--- src/rtl/mem_ctrl_pkg.sv ---
// Shared types and constants for the CPU-to-memory handshake controller.
package mem_ctrl_pkg;

   typedef enum logic [1:0] {
      ST_IDLE,
      ST_BUSY,
      ST_DONE
   } state_t;

   // Value returned to the CPU after any read that did not complete cleanly.
   localparam logic [31:0] ERR_DATA_DEFAULT = 32'hDEADBEEF;

   // Number of low byte-address bits that must be zero for a word access.
   localparam int ALIGN_BITS = 2;

   // A word access is legal only when the byte-offset bits are all zero.
   function automatic logic isAligned(input logic [31:0] addr);
      return (addr[ALIGN_BITS-1:0] == '0);
   endfunction

endpackage

--- src/rtl/mem_timeout_counter.sv ---
// Counts BUSY cycles and flags the cycle on which the access must be abandoned.
module mem_timeout_counter #(
   parameter int TIMEOUT = 16
) (
   input  logic clk,
   input  logic reset,
   input  logic i_clear,
   input  logic i_enable,
   output logic o_terminal
);

   localparam int CW = $clog2(TIMEOUT) + 1;

   logic [CW-1:0] r_count;
   logic          w_terminal;

   assign w_terminal = (r_count == CW'(TIMEOUT - 1));
   assign o_terminal = w_terminal;

   // Clear at access start, then count up and park at the terminal value so it can never wrap.
   always_ff @(posedge clk) begin
      if (reset || i_clear) begin
         r_count <= '0;
      end else if (i_enable && !w_terminal) begin
         r_count <= r_count + 1'b1;
      end
   end

endmodule

--- src/rtl/mem_handshake_ctrl.sv ---
// Turns the CPU's single-cycle memory access into a req/ack handshake with a
// variable-latency memory, stalling the CPU until the access finishes.
module mem_handshake_ctrl
   import mem_ctrl_pkg::*;
#(
   parameter int          ADDR_W   = 10,
   parameter int          TIMEOUT  = 16,
   parameter logic [31:0] ERR_DATA = ERR_DATA_DEFAULT
) (
   input  logic              clk,
   input  logic              reset,
   input  logic              cpu_req,
   input  logic              cpu_we,
   input  logic [31:0]       cpu_addr,
   input  logic [31:0]       cpu_wdata,
   output logic [31:0]       cpu_rdata,
   output logic              cpu_stall,
   output logic              cpu_done,
   output logic              cpu_err,
   output logic              mem_req,
   output logic              mem_we,
   output logic [ADDR_W-1:0] mem_addr,
   output logic [31:0]       mem_wdata,
   input  logic              mem_ack,
   input  logic [31:0]       mem_rdata
);

   state_t              r_state;
   state_t              w_nextState;
   logic                w_startAccess;
   logic                w_misalign;
   logic                w_ackDone;
   logic                w_timeout;
   logic                w_stall;
   logic                w_terminal;
   logic                w_aligned;

   logic [31:0]         r_rdata;
   logic                r_err;
   logic                r_memReq;
   logic                r_memWe;
   logic [ADDR_W-1:0]   r_memAddr;
   logic [31:0]         r_memWdata;

   assign w_aligned = isAligned(cpu_addr);

   mem_timeout_counter #(
      .TIMEOUT (TIMEOUT)
   ) u_timeout (
      .clk        (clk),
      .reset      (reset),
      .i_clear    (w_startAccess),
      .i_enable   (r_state == ST_BUSY),
      .o_terminal (w_terminal)
   );

   // State register; reset always lands in IDLE so an interrupted access never reports done.
   always_ff @(posedge clk) begin
      if (reset) begin
         r_state <= ST_IDLE;
      end else begin
         r_state <= w_nextState;
      end
   end

   // Next-state decode plus the one-cycle event strobes that steer the datapath registers.
   always_comb begin
      w_nextState   = r_state;
      w_startAccess = 1'b0;
      w_misalign    = 1'b0;
      w_ackDone     = 1'b0;
      w_timeout     = 1'b0;
      w_stall       = 1'b0;
      case (r_state)
         ST_IDLE: begin
            if (cpu_req) begin
               w_stall = 1'b1;
               if (w_aligned) begin
                  w_startAccess = 1'b1;
                  w_nextState   = ST_BUSY;
               end else begin
                  w_misalign  = 1'b1;
                  w_nextState = ST_DONE;
               end
            end
         end
         ST_BUSY: begin
            w_stall = 1'b1;
            if (mem_ack) begin
               w_ackDone   = 1'b1;
               w_nextState = ST_DONE;
            end else if (w_terminal) begin
               w_timeout   = 1'b1;
               w_nextState = ST_DONE;
            end
         end
         ST_DONE: begin
            w_nextState = ST_IDLE;
         end
         default: begin
            w_nextState = ST_IDLE;
         end
      endcase
   end

   // Memory-side request registers, CPU error flag and the registered read-data return.
   always_ff @(posedge clk) begin
      if (reset) begin
         r_memReq   <= 1'b0;
         r_memWe    <= 1'b0;
         r_memAddr  <= '0;
         r_memWdata <= '0;
         r_err      <= 1'b0;
         r_rdata    <= '0;
      end else begin
         if (w_startAccess) begin
            r_memReq   <= 1'b1;
            r_memWe    <= cpu_we;
            r_memAddr  <= cpu_addr[ADDR_W+1:2];
            r_memWdata <= cpu_wdata;
         end else if (w_ackDone || w_timeout) begin
            r_memReq <= 1'b0;
         end
         r_err <= w_misalign || w_timeout;
         if ((w_misalign && !cpu_we) || (w_timeout && !r_memWe)) begin
            r_rdata <= ERR_DATA;
         end else if (w_ackDone && !r_memWe) begin
            r_rdata <= mem_rdata;
         end
      end
   end

   assign cpu_rdata = r_rdata;
   assign cpu_stall = w_stall;
   assign cpu_done  = (r_state == ST_DONE);
   assign cpu_err   = r_err;
   assign mem_req   = r_memReq;
   assign mem_we    = r_memWe;
   assign mem_addr  = r_memAddr;
   assign mem_wdata = r_memWdata;

endmodule

--- config.mk ---
export PLATFORM = sky130hd
export DESIGN_NAME = mem_handshake_ctrl
export DESIGN_NICKNAME = d
export VERILOG_FILES = /design/src/rtl/mem_ctrl_pkg.sv /design/src/rtl/mem_timeout_counter.sv /design/src/rtl/mem_handshake_ctrl.sv
export SDC_FILE = /design/constraint.sdc
export NUM_CORES = 1
export LEC_CHECK = 0
export CELL_PAD_IN_SITES_DETAIL_PLACEMENT = 0
export CELL_PAD_IN_SITES_GLOBAL_PLACEMENT = 1
export CORE_MARGIN = 1.5
export CORE_UTILIZATION = 29
export DETAILED_ROUTE_END_ITERATION = 8
export PLACE_DENSITY = 0.95
export SYNTH_ARGS = -nofsm -noshare
export SYNTH_HDL_FRONTEND = slang
export SYNTH_SLANG_ARGS = --single-unit
--- constraint.sdc ---
create_clock -name clk -period 3.3 [get_ports clk]
set_clock_uncertainty 0.05 [all_clocks]
set_input_delay 0.99 -clock clk [delete_from_list [all_inputs] [get_ports clk]]
set_output_delay 0.99 -clock clk [all_outputs]
set_load 0.05 [all_outputs]
==> flow_summary.yaml, run 1 <==
run_status:
  outcome: "completed"
worst_setup_path:
  startpoint_type: "primary input"
  startpoint: "cpu_req"
  critPathArrivalTime_ns: 1.94
  r2r_cells: 6
  required_ns: 2.26
  worst-setup-path-type: "primary input to output pin"
  critPathMaxFanout: 4
  reg2reg_from: "u_timeout.r_count[0]"
  r2r_slack_ns: 1.31
  crit_path_end_kind: "output pin"
  r2r-end: "u_timeout.r_count[3]"
grt:
  grt_pass1_vias: 3295
  grt_pass1_wl_um: 15600
  grtUsageTotal_pct: 16.7
  grt_max_degree: 37
  grt_antenna_before_repair: 0
  gr-total-overflow: 0
final_layout:
  antenna_cells: 0
  stdcell_area_um2: 5310
  fill_cells: 1055
  fin_nets: 631
  syn_to_final_growth_pct: 61.2
  final_cells: 673
  drive_above_1_share_pct: 6.75
cts:
  clk_latency_ns: 0.33
  postCtsSetupBuffers: 0
  cts_tree: "yes"
  root_buffer: "clkbuf_16"
  cts_hold_buf: 0
  clk_pin_slew_worst_paths_ns: 0.06
  ctsResizeCount: 0
  clock_path_buffers: 2
  htree_levels: 3
  cts_buffers: 9
  cts_sinks: 84
timing:
  maxSlewViolCount: 0
  setup_viol: 0
  setup_ws_ns: 0.320
  tightest_slew_ns: 0.605
  finalCriticalPeriod_ns: 2.98
  clock.fmax_mhz: 336
  relSlewSlack_pct: 59.6
  tns_ns: 0
  hold_violations: 0
  rsz0062_at_grt: "false"
  period_share_pct: 90.3
hold_path:
  worstHoldPathType: "flop to flop"
  min_from: "mem_wdata[0]"
  hold_end: "mem_wdata[0]"
  worstHoldPathCells: 2
pwr:
  p_leak_nw: 1.78
  ir_drop_uv: 299
  powerDensity_nw_per_um2: 489
yosys:
  synth_top_area_share_pct: 51.1
  ys_ff_latch: 84
  synth_top_area_cell: "dfxtp_1"
  yosysWarnings: 0
  yosys.cell_types.count: 30
  synth_cells: 385
  syn_avg_cell_area_um2: 8.55
  synthesis.area_um2: 3290
  synth_fp_nets: 488
  ys_top_cells_by_area: "dfxtp_1 51%, a21oi_1 7.0%, o21ai_0 7.0%, nand3_1 6.7%, nand2_1 5.6%"
  seq_area_frac_synth_pct: 51.1
die:
  fp.dieW_um: 110
  io_pins: 180
  rows: 38
  core-area_um2: 10900
  dieArea_um2: 12000
  initial_core_util_pct: 30.1
  die_height_um: 110
job:
  drv_cap: 0
routing:
  drt_iter0_markers: 270
  ant_nets: 0
  wire_per_inst_um: 15.0
  routed_wirelength_um: 10100
  drc_errors: 0
  dr.pass1.iters: 4
  num_vias: 3376
  viasPerCell: 5.02
placed_design:
  port_buffers: 159
  placed_cell_area_um2: 5000
  pre_cts_ws_ns: 0.311
  dp.cells: 657
  hpwlAfterDp_um: 6970
  place.gp.congestion: 0.729
## registers in the layout, summed over array words and instances (netlist names)
register / cells
r_state: 2
mem_addr: 10
mem_req: 1
mem_we: 1
cpu_err: 1
cpu_rdata: 32
u_timeout.r_count: 5
mem_wdata: 32
## stage by stage
step                      utilization (%)  hold slack [ns]  total power, mW
final                                48.5            0.424             2.59
after CTS                            48.5            0.425             2.63
after global routing                 48.5            0.450             2.70
after floorplan                         -            0.404             1.37
after global placement               45.8            0.410             1.59
after detailed placement             45.8            0.416             1.60
## worst max-delay path by stage
stage / end / slack, ns / depth (start not counted)
after floorplan: cpu_stall / 0.60 / 2
after global routing: cpu_stall / 0.28 / 4
after CTS: cpu_stall / 0.31 / 4
after detailed placement: cpu_stall / 0.31 / 4
final: cpu_stall / 0.32 / 4
after global placement: cpu_stall / 0.32 / 4
## area by class of cell
cell class | instances | area [um^2] | share of cell area, %
timing repair buffer | 171 | 1690 | 31.8
sequential | 84 | 1680 | 31.7
multi-input combinational | 261 | 1460 | 27.4
clock buffer | 12 | 256 | 4.83
tap | 140 | 175 | 3.30
clock inverter | 4 | 47.5 | 0.896
inverter | 1 | 3.75 | 0.0707
## Yosys cell counts (all sizes together)
cell / n
nand2b: 3
nor3b: 2
inv: 1
nor2b: 1
dfxtp: 84
xnor2: 2
o32a: 1
or2: 1
a31oi: 24
nand3b: 2
nand4bb: 1
or3: 1
nor4bb: 2
mux2i: 9
clkbuf: 28
nor3: 8
ha: 2
and3: 1
a21oi: 46
buf: 11
o32ai: 1
or3b: 3
a211oi: 3
o21ai: 46
nor2: 8
nand2: 49
nand3: 44
a21o: 1
## power by group
part	switching, mW	internal, mW	total (mW)	leakage [nW]
Clock	0.394	0.625	1.02	0.149
Combinational	0.291	0.203	0.493	0.949
Sequential	0.0226	1.06	1.08	0.684
## worst max-delay path: stages
cell and delay (ns):
clkdlybuf4s50_1 0.53, nor2_1 0.06, nor2_1 0.19, buf_12 0.17
## cells in the final DEF (no fill, tap or decap), types with 7 or more instances in the layout
cell               n
nor2_1             7
nor3_1             8
dfxtp_1           84
nand3_1           44
mux2i_1            9
clkbuf_16          9
buf_4             12
a21oi_1           46
o21ai_0           46
clkdlybuf4s50_1  157
a31oi_1           24
nand2_1           49
## logic make-up after synthesis
family | synth area share, %
AOI/OAI and AO/OA | 20.6
xor gates and xnor gates | 0.532
adders and majority gates | 0.760
buffers and inverters | 5.55
DFF | 51.1
muxes | 2.74
and+or+nand+nor | 18.7
## per-layer routing
metal  up-vias  GRT usage (%)  part of all wire (%)
met5         -              0                     0
met4         0           7.05                   2.2
met3        22           5.93                    10
met2       147           27.6                    45
met1      1561           19.5                    43
li1       1646              -                     -
No activity file was read; power rests on OpenSTA's default activity.
==> run 2: changes to the inputs <==
Settings changed: PLACE_DENSITY 0.95 to 0.93, TNS_END_PERCENT from default to 20.
==> run 2 against run 1 <==
Register-to-register slack about the same; critical path depth down 2; flip-flop and latch count unchanged; sequential share of layout area rose by 0.067 points; utilization shrank 0.10 points; die area stayed put; largest cell class unchanged; routed wire length is 0.50% lower; cell area fell by 0.21%; first-iteration DRC count up 8.9%; power down 3.1%.
==> flow_summary.yaml, run 2 (synthesis gave the netlist of run 1 again) <==
final_layout:
  drive_above_1_share_pct: 6.75
  final_common_cell: "clkdlybuf4s50_1"
  antenna_cells: 0
  syn_to_final_growth_pct: 60.9
  fin_nets: 631
  final_util_pct: 48.4
  final_cell_mix: "157 x clkdlybuf4s50_1, 84 x dfxtp_1, 49 x nand2_1"
  stdcell_area_um2: 5300
  fill_cells: 1075
worst_setup_path:
  worst-setup-path-type: "flop to output pin"
  r2r_cells: 6
  crit_path_end_kind: "output pin"
  cp_num_buf_inv: 1
  required_ns: 2.26
  critPathArrivalTime_ns: 2.02
  cp_top_family: "buffers and inverters"
  slowest_stage: "clkdlybuf4s50_1"
  worstPathCellList: "nor2b_1, clkdlybuf4s50_1"
  r2r-end: "u_timeout.r_count[3]"
  critPathMaxStageDelay_ns: 0.82
  reg2reg_from: "u_timeout.r_count[0]"
  critPathMaxFanout: 13
  r2r_slack_ns: 1.31
  startpoint_type: "flop"
die:
  io_pins: 180
  fp.dieW_um: 110
  die_height_um: 110
  dieArea_um2: 12000
  rows: 38
  initial_core_util_pct: 30.1
  core-area_um2: 10900
cts:
  root_buffer: "clkbuf_16"
  postCtsSetupBuffers: 0
  cts_sinks: 84
  cts_hold_buf: 0
  clk_pin_slew_worst_paths_ns: 0.06
  clk_latency_ns: 0.33
  cts_buffers: 9
  clock_path_buffers: 2
  ctsResizeCount: 0
  cts_tree: "yes"
  htree_levels: 3
routing:
  num_vias: 3355
  routed_wirelength_um: 10000
  drc_errors: 0
  drt_iter0_markers: 294
  wire_per_inst_um: 14.9
  dr.pass1.iters: 4
  ant_nets: 0
  viasPerCell: 4.99
pwr:
  p_leak_nw: 1.77
  power_mw: 2.51
  ir_drop_uv: 189
  powerDensity_nw_per_um2: 475
placed_design:
  placed_cell_area_um2: 5020
  hpwlAfterDp_um: 6890
  place.gp.congestion: 0.698
  port_buffers: 159
run_status:
  outcome: "completed"
grt:
  grt_pass1_wl_um: 15300
  grtUsageTotal_pct: 16.3
  grt_use_met1_pct: 20.0
  gr-total-overflow: 0
  grt_max_degree: 35
  busiest_layer: "met2"
  use_met2_pct: 26.3
  grt_use_met3_pct: 6.22
  grt_pass1_vias: 3211
  grt_antenna_before_repair: 0
timing:
  maxSlewViolCount: 0
  finalCriticalPeriod_ns: 3.06
  relSlewSlack_pct: 53.9
  rsz0062_at_grt: "false"
  tns_ns: 0
  tightest_slew_ns: 0.691
  period_share_pct: 92.7
  setup_viol: 0
  hold_violations: 0
  clock.fmax_mhz: 327
hold_path:
  worstHoldPathType: "flop to flop"
  hold_end: "mem_addr[1]"
  min_from: "mem_addr[1]"
  worstHoldPathCells: 2
job:
  drv_cap: 0
==> run 2: through the flow <==
step / instances / setup WS (ns) / hold slack (ns)
after floorplan: 385 / 0.597 / 0.404
after global placement: 657 / 0.319 / 0.410
after detailed placement: 657 / 0.313 / 0.417
after CTS: 673 / 0.238 / 0.426
after global routing: 673 / 0.161 / 0.447
final: 673 / 0.242 / 0.425
==> run 2: area by class of cell <==
type | instances | area, um^2 | share of cell area (%)
timing repair buffer | 171 | 1700 | 32.1
sequential | 84 | 1680 | 31.8
multi-input combinational | 261 | 1460 | 27.5
clock buffer | 11 | 243 | 4.58
tap | 140 | 175 | 3.31
clock inverter | 5 | 37.5 | 0.709
inverter | 1 | 3.75 | 0.0709
==> run 2: worst max-delay path by stage <==
| stage | startpoint | endpoint | cells after the start |
|---|---|---|---|
| global route | r_state[1] | cpu_done | 2 |
| floorplan | cpu_req | cpu_stall | 2 |
| global placement | cpu_req | cpu_stall | 4 |
| detailed placement | cpu_req | cpu_stall | 4 |
| CTS | r_state[1] | cpu_done | 2 |
| finish | r_state[1] | cpu_done | 2 |
==> run 2: metal layers <==
layer | part of all wire (%) | routed length [um]
met1 | 44 | 4380
met5 | 0 | 0
met3 | 9.2 | 921
met4 | 1.1 | 113
met2 | 46 | 4610
==> run 2: report_power, final <==
group / internal, mW / switching, mW
combinational: 0.205 / 0.288
sequential: 1.06 / 0.0257
clock: 0.532 / 0.406
==> run 2: worst register-to-register path, cell delays in order, from the launching register on <==
cell	delay [ns]
dfxtp_1	0.34
ha_1	0.21
and3_1	0.18
ha_1	0.26
or3b_1	0.38
or3_1	0.36
a21oi_1	0.14
